===== src/rtl/mdu_iter.sv =====
// Iterative multiply/divide unit: radix-2 shift-add multiply and restoring divide on operand magnitudes.
// Optional MDU_DIVZERO_FAST_EN: a divide by zero finishes on the accepting edge instead of iterating.
module mdu_iter #(
  parameter int WIDTH = 32
) (
  input  logic             clk,
  input  logic             rst,
  input  logic             start,
  input  logic [1:0]       op,
  input  logic [WIDTH-1:0] a,
  input  logic [WIDTH-1:0] b,
  input  logic             flush,
  output logic             busy,
  output logic             done,
  output logic [WIDTH-1:0] hi,
  output logic [WIDTH-1:0] lo,
  output logic [1:0]       dbg_state
);

  // Handshake: start is sampled only while busy=0. Operands must be stable on that edge.
  // done pulses for one cycle when hi/lo become valid. flush aborts on any edge while busy.
  typedef enum logic [1:0] {
    S_IDLE = 2'd0,
    S_CALC = 2'd1,
    S_SIGN = 2'd2,
    S_DONE = 2'd3
  } state_t;

  localparam int CW = $clog2(WIDTH + 1);
  localparam logic [CW-1:0] CNT_INIT = CW'(WIDTH);
  localparam logic [CW-1:0] CNT_ONE  = CW'(1);

  state_t           state, state_nxt;
  logic [CW-1:0]    cnt;
  logic             is_div;
  logic             neg_q;
  logic             neg_r;
  logic [WIDTH-1:0] opnd;
  logic [WIDTH-1:0] acc_hi;
  logic [WIDTH-1:0] acc_lo;

  logic             accept;
  logic             sgn_in;
  logic             fast_zero;
  logic [WIDTH-1:0] mag_a;
  logic [WIDTH-1:0] mag_b;
  logic [WIDTH:0]   mul_sum;
  logic [WIDTH:0]   rem_sh;
  logic [WIDTH:0]   div_diff;
  logic             div_borrow;
  logic [WIDTH-1:0] rem_nxt;
  logic [2*WIDTH-1:0] prod_neg;
  logic [WIDTH-1:0] quo_fix;
  logic [WIDTH-1:0] rem_fix;
  logic [WIDTH-1:0] res_hi;
  logic [WIDTH-1:0] res_lo;

  assign accept = (state == S_IDLE) && start && !flush;
  assign sgn_in = ~op[0];
  assign mag_a  = (sgn_in && a[WIDTH-1]) ? -a : a;
  assign mag_b  = (sgn_in && b[WIDTH-1]) ? -b : b;

`ifdef MDU_DIVZERO_FAST_EN
  assign fast_zero = op[1] && (b == '0);
`else
  assign fast_zero = 1'b0;
`endif

  // Multiply step: conditional add into the upper half, then shift {carry,hi,lo} right.
  assign mul_sum = {1'b0, acc_hi} + (acc_lo[0] ? {1'b0, opnd} : '0);

  // Divide step: rem stays below the divisor, so bit W of the difference is the borrow.
  assign rem_sh     = {acc_hi, acc_lo[WIDTH-1]};
  assign div_diff   = rem_sh - {1'b0, opnd};
  assign div_borrow = div_diff[WIDTH];
  assign rem_nxt    = div_borrow ? rem_sh[WIDTH-1:0] : div_diff[WIDTH-1:0];

  assign prod_neg = -{acc_hi, acc_lo};
  assign quo_fix  = neg_q ? -acc_lo : acc_lo;
  assign rem_fix  = neg_r ? -acc_hi : acc_hi;
  assign res_hi   = is_div ? rem_fix : (neg_q ? prod_neg[2*WIDTH-1:WIDTH] : acc_hi);
  assign res_lo   = is_div ? quo_fix : (neg_q ? prod_neg[WIDTH-1:0] : acc_lo);

  always_ff @(posedge clk or posedge rst) begin
    if (rst) state <= S_IDLE;
    else     state <= state_nxt;
  end

  always_comb begin
    state_nxt = state;
    case (state)
      S_IDLE: if (accept) state_nxt = fast_zero ? S_DONE : S_CALC;
      S_CALC: begin
        if (flush)               state_nxt = S_IDLE;
        else if (cnt == CNT_ONE) state_nxt = S_SIGN;
      end
      S_SIGN:  state_nxt = flush ? S_IDLE : S_DONE;
      S_DONE:  state_nxt = S_IDLE;
      default: state_nxt = S_IDLE;
    endcase
  end

  always_comb begin
    busy      = (state != S_IDLE);
    done      = (state == S_DONE);
    dbg_state = state;
  end

  always_ff @(posedge clk or posedge rst) begin
    if (rst) begin
      cnt    <= '0;
      is_div <= 1'b0;
      neg_q  <= 1'b0;
      neg_r  <= 1'b0;
      opnd   <= '0;
      acc_hi <= '0;
      acc_lo <= '0;
      hi     <= '0;
      lo     <= '0;
    end else begin
      case (state)
        S_IDLE: begin
          if (accept) begin
            cnt    <= CNT_INIT;
            is_div <= op[1];
            neg_q  <= sgn_in && (a[WIDTH-1] ^ b[WIDTH-1]);
            neg_r  <= sgn_in && a[WIDTH-1];
            opnd   <= op[1] ? mag_b : mag_a;
            acc_hi <= '0;
            acc_lo <= op[1] ? mag_a : mag_b;
            if (fast_zero) begin
              hi <= a;
              lo <= '1;
            end
          end
        end
        S_CALC: begin
          cnt <= cnt - CNT_ONE;
          if (is_div) begin
            acc_hi <= rem_nxt;
            acc_lo <= {acc_lo[WIDTH-2:0], ~div_borrow};
          end else begin
            acc_hi <= mul_sum[WIDTH:1];
            acc_lo <= {mul_sum[0], acc_lo[WIDTH-1:1]};
          end
        end
        S_SIGN: begin
          if (!flush) begin
            hi <= res_hi;
            lo <= res_lo;
          end
        end
        default: ;
      endcase
    end
  end

endmodule

===== config.mk =====
export PLATFORM = sky130hd
export DESIGN_NAME = mdu_iter
export DESIGN_NICKNAME = d
export VERILOG_FILES = /design/src/rtl/mdu_iter.sv
export SDC_FILE = /design/constraint.sdc
export NUM_CORES = 1
export LEC_CHECK = 0
export CORE_ASPECT_RATIO = 0.6
export CORE_MARGIN = 2
export CORE_UTILIZATION = 30
export DETAILED_ROUTE_END_ITERATION = 10
export GPL_TIMING_DRIVEN = 0
export PLACE_DENSITY = 0.49
export RECOVER_POWER = 100
export SLEW_MARGIN = 5
export SYNTH_ARGS = -nofsm -noshare
export SYNTH_HDL_FRONTEND = slang
export SYNTH_SLANG_ARGS = --single-unit

===== constraint.sdc =====
create_clock -name clk -period 16.35 [get_ports clk]
set_input_delay 3.27 -clock clk [delete_from_list [all_inputs] [get_ports clk]]
set_output_delay 3.27 -clock clk [all_outputs]
set_load 0.02 [all_outputs]

=== Yosys cells after proc, flatten, opt, wreduce, memory -nomap -nowiden ===
Cells that the tools add are included.

* Add/sub/neg operators: 8
* Equality and inequality tests: 6
* Mux-type cells: 25
* Bitwise operators: 4
* Reductions and logical operators: 13

{| class="wikitable"
|+ Operator list
! cell !! count
|-
| $mux W32 || 16
|-
| $neg A32 Y32 || 4
|-
| $pmux W32 S2 || 2
|-
| $neg A64 Y64 || 1
|-
| $add A32 B32 Y33 || 1
|-
| $sub A33 B32 Y33 || 1
|-
| $pmux W6 S2 || 1
|-
| $mux W2 || 4
|-
| $pmux W2 S4 || 1
|-
| $reduce_and A2 Y1 || 4
|-
| $eq A6 B1 Y1 const B || 1
|-
| $mux W6 || 1
|-
| $sub A6 B1 Y6 const B || 1
|-
| $logic_and A1 B1 Y1 || 5
|-
| $eq A2 B2 Y1 const B || 2
|-
| $reduce_bool A2 Y1 || 2
|-
| $ne A3 B3 Y1 const B || 1
|-
| $not A1 Y1 || 3
|-
| $eq A2 B1 Y1 const B || 1
|-
| $logic_not A2 Y1 || 1
|-
| $ne A2 B2 Y1 const B || 1
|-
| $logic_not A1 Y1 || 1
|-
| $xor A1 B1 Y1 || 1
|}

* Register bits after elaboration: 171
* Input bits: 70
* Output and inout bits: 68
* Logic and storage cells: 66

=== Depth between registers and ports, before layout ===
* Word-level depth: 6
* Mapped depth: 15
* Depth with buffers taken out: 14

=== Worst setup path after synthesis ===
No wires, ideal clock.

* Kind: input-to-reg
* Start: input port a[4]
* End: register opnd[27]
* Arrival: 5531 ps
* Data required time: 16229 ps
* Setup slack: 10698 ps
* Cell stages on the path: 9
* Path buffers: 0
* Cells stage by stage: or4_1 > nor4b_1 > nand2_1 > nor2_1 > nand3_1 > o31ai_1 > xor2_1 > nand2_1 > a22o_1

* Word-level cells in the longest chain between the ends: 3

{| class="wikitable"
|+ RTL lines
! what !! line !! text
|-
| from (decl) || 10 || <nowiki>input logic [WIDTH-1:0] a,</nowiki>
|-
| $neg A32 Y32 || 60 || <nowiki>assign mag_a = (sgn_in && a[WIDTH-1]) ? -a : a;</nowiki>
|-
| $mux W32 || 60 ||
|-
| $mux W32 || 128 || <nowiki>opnd <= op[1] ? mag_b : mag_a;</nowiki>
|-
| to (signal assigned) || 128 ||
|-
| to (decl) || 38 || <nowiki>logic [WIDTH-1:0] opnd;</nowiki>
|}

No other way between the ends.
A chain may end at the register's enable or synchronous reset.

=== Worst setup path in the final report ===
* Start: input port b[4]
* End: register acc_lo[30]

* Word-level cells in the longest chain between the ends: 5

{| class="wikitable"
|+ RTL lines
! what !! line !! text
|-
| from (decl) || 11 || <nowiki>input logic [WIDTH-1:0] b,</nowiki>
|-
| $neg A32 Y32 || 61 || <nowiki>assign mag_b = (sgn_in && b[WIDTH-1]) ? -b : b;</nowiki>
|-
| $mux W32 || 61 ||
|-
| $mux W32 || 130 || <nowiki>acc_lo <= op[1] ? mag_a : mag_b;</nowiki>
|-
| $mux W32 || 123 || <nowiki>if (accept) begin</nowiki>
|-
| $pmux W32 S2 || 121 || <nowiki>case (state)</nowiki>
|-
| to (signal assigned) || 130 ||
|-
| to (signal assigned) || 141 || <nowiki>acc_lo <= {acc_lo[WIDTH-2:0], ~div_borrow};</nowiki>
|-
| to (signal assigned) || 144 || <nowiki>acc_lo <= {mul_sum[0], acc_lo[WIDTH-1:1]};</nowiki>
|-
| to (decl) || 40 || <nowiki>logic [WIDTH-1:0] acc_lo;</nowiki>
|}

No other way between the ends. The select of a mux whose other input is x is not followed.

==> results.py <==
metrics = {
    "placed_design": {
        "placed_cell_area_um2": 16380,
        "detailed_place_hpwl_um": 46460,
        "port_buffers": 136,
        "pre_cts_ws_ns": 9.210,
        "gp_congestion": 0.9206,
    },
    "yosys": {
        "synth_cells": 1786,
        "synth.area.top_cells": "dfrtp_1, o21ai_0, ha_1, xor2_1, nand2_1",
        "avgSynthCellArea_um2": 7.945,
        "ys_types": 70,
        "synth_seq_area_share_pct": 30.16,
        "yosys_warnings": 0,
        "async_reset_ff_share_pct": 100.0,
        "synth_fp_nets": 1928,
        "yosysTopAreaCell": "dfrtp_1",
        "synth_top_area_share_pct": 30.16,
        "synth_edf_count": 0,
        "netlist_area_um2": 14190,
        "synth-seq-cells": 171,
        "ys.flop_type": "dfrtp_1",
    },
    "sta": {
        "post-route-min-period_ns": 7.010,
        "maxSlewViolCount": 72,
        "fin_ws_ns": 9.340,
        "rsz0062_at_grt": "no",
        "slew_headroom_pct": -116.2,
        "max_freq_mhz": 142.7,
        "setup-violations-final": 0,
        "final.setup.tns_ns": 0,
        "period_share_pct": 42.87,
        "clock_skew_ns": 0.01058,
        "worst_pin_slew_ns": 3.225,
        "finalHoldViolCount": 0,
    },
    "routing": {
        "dr.pass1.iters": 5,
        "vias": 14270,
        "drc_errors": 0,
        "ant_nets": 0,
        "viasPerCell": 5.517,
        "wire_per_inst_um": 22.20,
        "drt_first_iter_violations": 1417,
        "totalWireLength_um": 57420,
    },
    "global_route": {
        "grt_util_met3_pct": 7.467,
        "grt_max_degree": 101,
        "grt_pass1_wl_um": 86050,
        "grt.total_usage_pct": 23.31,
        "overflow": 0,
        "antenna_found_initial": 0,
        "grt_pass1_vias": 13480,
        "met1_usage_pct": 37.24,
        "use_met2_pct": 29.43,
        "grt_busiest_layer": "met1",
    },
    "status": {
        "violations": "capacitance limit, slew limit",
        "status": "finished with violations",
    },
    "setup_path": {
        "worstSetupStartpointType": "input port",
        "startpoint": "b[4]",
        "r2r-end": "acc_hi[28]",
        "cp_slowest_stage_delay_ns": 0.85,
        "path_max_fanout": 6,
        "rr_worst_depth": 14,
        "end_kind": "flop",
        "ff2ff_setup_slack_ns": 10.79,
        "critPathSlowestCell": "nor4_1",
        "rr_startpoint": "acc_lo[31]",
        "cp_cell_sequence": "dlygate4sd3_1 -> or4_1 -> nor4_1 -> nand3_1 -> nand2_1 -> o21ai_0 -> xnor2_1 -> nor2_1 -> a211oi_1 -> o22ai_1",
        "worstSetupPathType": "in2reg",
        "crit_end": "acc_lo[30]",
        "required_ns": 16.65,
        "cp.arrival_ns": 7.31,
    },
    "power": {
        "p_leak_nw": 7.069,
        "cellPowerDensity_nw_per_um2": 177.9,
        "power_frac_clock_pct": 14.2,
        "p_int_w": 0.001481,
        "pwr-share-comb_pct": 59.3,
        "power.switching_w": 0.001538,
        "swShare_pct": 50.94,
        "ir_worst_vdd_uv": 91.92,
        "seqPwrFrac_pct": 26.5,
    },
    "clock_network": {
        "clk_path_buf_depth": 2,
        "cts_max_level": 4,
        "clk_latency_ns": 0.46,
        "postCtsSetupBuffers": 0,
        "cts_resized": 0,
        "holdBufCountCts": 0,
        "cts.reportedPaths.clkPinSlew_ns": 0.07,
        "cts.sinks": 171,
        "cts_buffers": 17,
        "root_buffer": "clkbuf_16",
        "cts_tree": "done",
    },
    "finish": {
        "nets": 2086,
        "finalInstanceArea_um2": 16970,
        "drive_gt1_share_pct": 3.066,
        "areaGrowthSynthToFinish_pct": 19.60,
        "diodes": 0,
    },
    "flow_run": {
        "max_cap_violations": 1,
    },
    "floorplan": {
        "placementRows": 61,
        "io_pins": 138,
        "initial_utilization_pct": 30.53,
        "die_width_um": 284.8,
        "design.die.area_um2": 49110,
        "design.core.area_um2": 46480,
        "die_h_um": 172.5,
    },
    "hold_path": {
        "min_path_type": "reg2reg",
    },
}
[cell usage after synthesis, types with 23 or more instances]
library cell  count
nor2_1          154
o21ai_0         201
ha_1             70
inv_1            66
nor3_1           31
a211oi_1         54
nand3_1          28
xor2_1           95
mux2i_1          64
dfrtp_1         171
nand2_1         195
clkbuf_1         99
o211ai_1         23
xnor2_1          77
a21oi_1         128
a21o_1           26
[registers in the layout, summed over array words and instances (netlist names)]
name	flops
opnd	32
acc_hi	32
cnt	6
is_div	1
neg_r	1
neg_q	1
dbg_state	2
acc_lo	32
lo	32
hi	32
[layout by cell type (no fill, tap or decap), types with 21 or more instances in the layout]
cell             count
o21ai_0            203
nand2_1            195
dfrtp_1            171
nor2_1             154
a21oi_1            128
clkbuf_1           101
xor2_1              95
xnor2_1             77
dlygate4sd3_1       74
ha_1                70
inv_1               65
mux2i_1             64
clkdlybuf4s50_1     62
a211oi_1            54
nor3_1              31
nand3_1             28
a21o_1              26
o211ai_1            23
o31ai_1             22
a22oi_1             22
nor4_1              21
[power by group through the flow]
stage	sequential [W]	clock, W	combinational [W]
2_1_floorplan	0.000786	0	0.00111
3_3_place_gp	0.000797	0	0.00176
3_5_place_dp	0.000801	0	0.00177
4_1_cts	0.000793	0.000434	0.00178
5_1_grt	0.000820	0.000451	0.00196
6_report	0.000799	0.000430	0.00179
[worst max-delay path, delay by kind of cell]
family	cells	cell delay [ns]
AOI/OAI and AO/OA	3	1.11
xor gates and xnor gates	1	0.37
buffers and inverters	1	0.59
and+or+nand+nor	5	1.97
[final cells by class]
type	instances	area, µm²
Timing Repair Buffer	139	1398
Fill cell	4821	29510
Tap cell	630	788.3
Inverter	67	252.7
Buffer	108	422.9
Multi-Input combinational cell	1440	9238
Clock inverter	13	150.1
Sequential cell	171	4279
Clock buffer	19	442.9
[logic make-up (layout without fill, tap and decap cells)]
family	count (synthesis)	count (layout)	share of synthesized area [%]
compound gates	580	580	25.16
xor+xnor	172	172	10.62
fa+ha+maj	72	72	6.454
buf+inv	175	346	4.753
flops	171	171	30.16
mux	69	69	4.911
simple gates	547	547	17.95
[worst min-delay path by stage]
stage	slack, ns	depth (start not counted)	from	endpoint
6_report	0.48	2	hi[25]	hi[25]
5_1_grt	0.50	1	opnd[19]	opnd[19]
3_3_place_gp	0.47	1	opnd[19]	opnd[19]
2_1_floorplan	0.45	1	opnd[19]	opnd[19]
4_1_cts	0.49	1	opnd[19]	opnd[19]
3_5_place_dp	0.47	1	opnd[19]	opnd[19]
[routing by layer]
metal / vias to the layer above / routed length (µm)
met5: - / 0
met4: 0 / 528
met3: 33 / 6050
met2: 550 / 20570
met1: 6922 / 30280
li1: 6767 / -
[through the flow]
stage / cells / util (%) / hold WS (ns) / power [W]
floorplan: 1786 / - / 0.4497 / 0.001900
CTS: 2586 / 36.52 / 0.4865 / 0.003007
detailed placement: 2554 / 35.24 / 0.4705 / 0.002572
finish: 2587 / 36.51 / 0.4794 / 0.003019
global route: 2587 / 36.51 / 0.5048 / 0.003228
global placement: 2552 / 35.15 / 0.4654 / 0.002553
No activity file was read; power rests on OpenSTA's default activity.
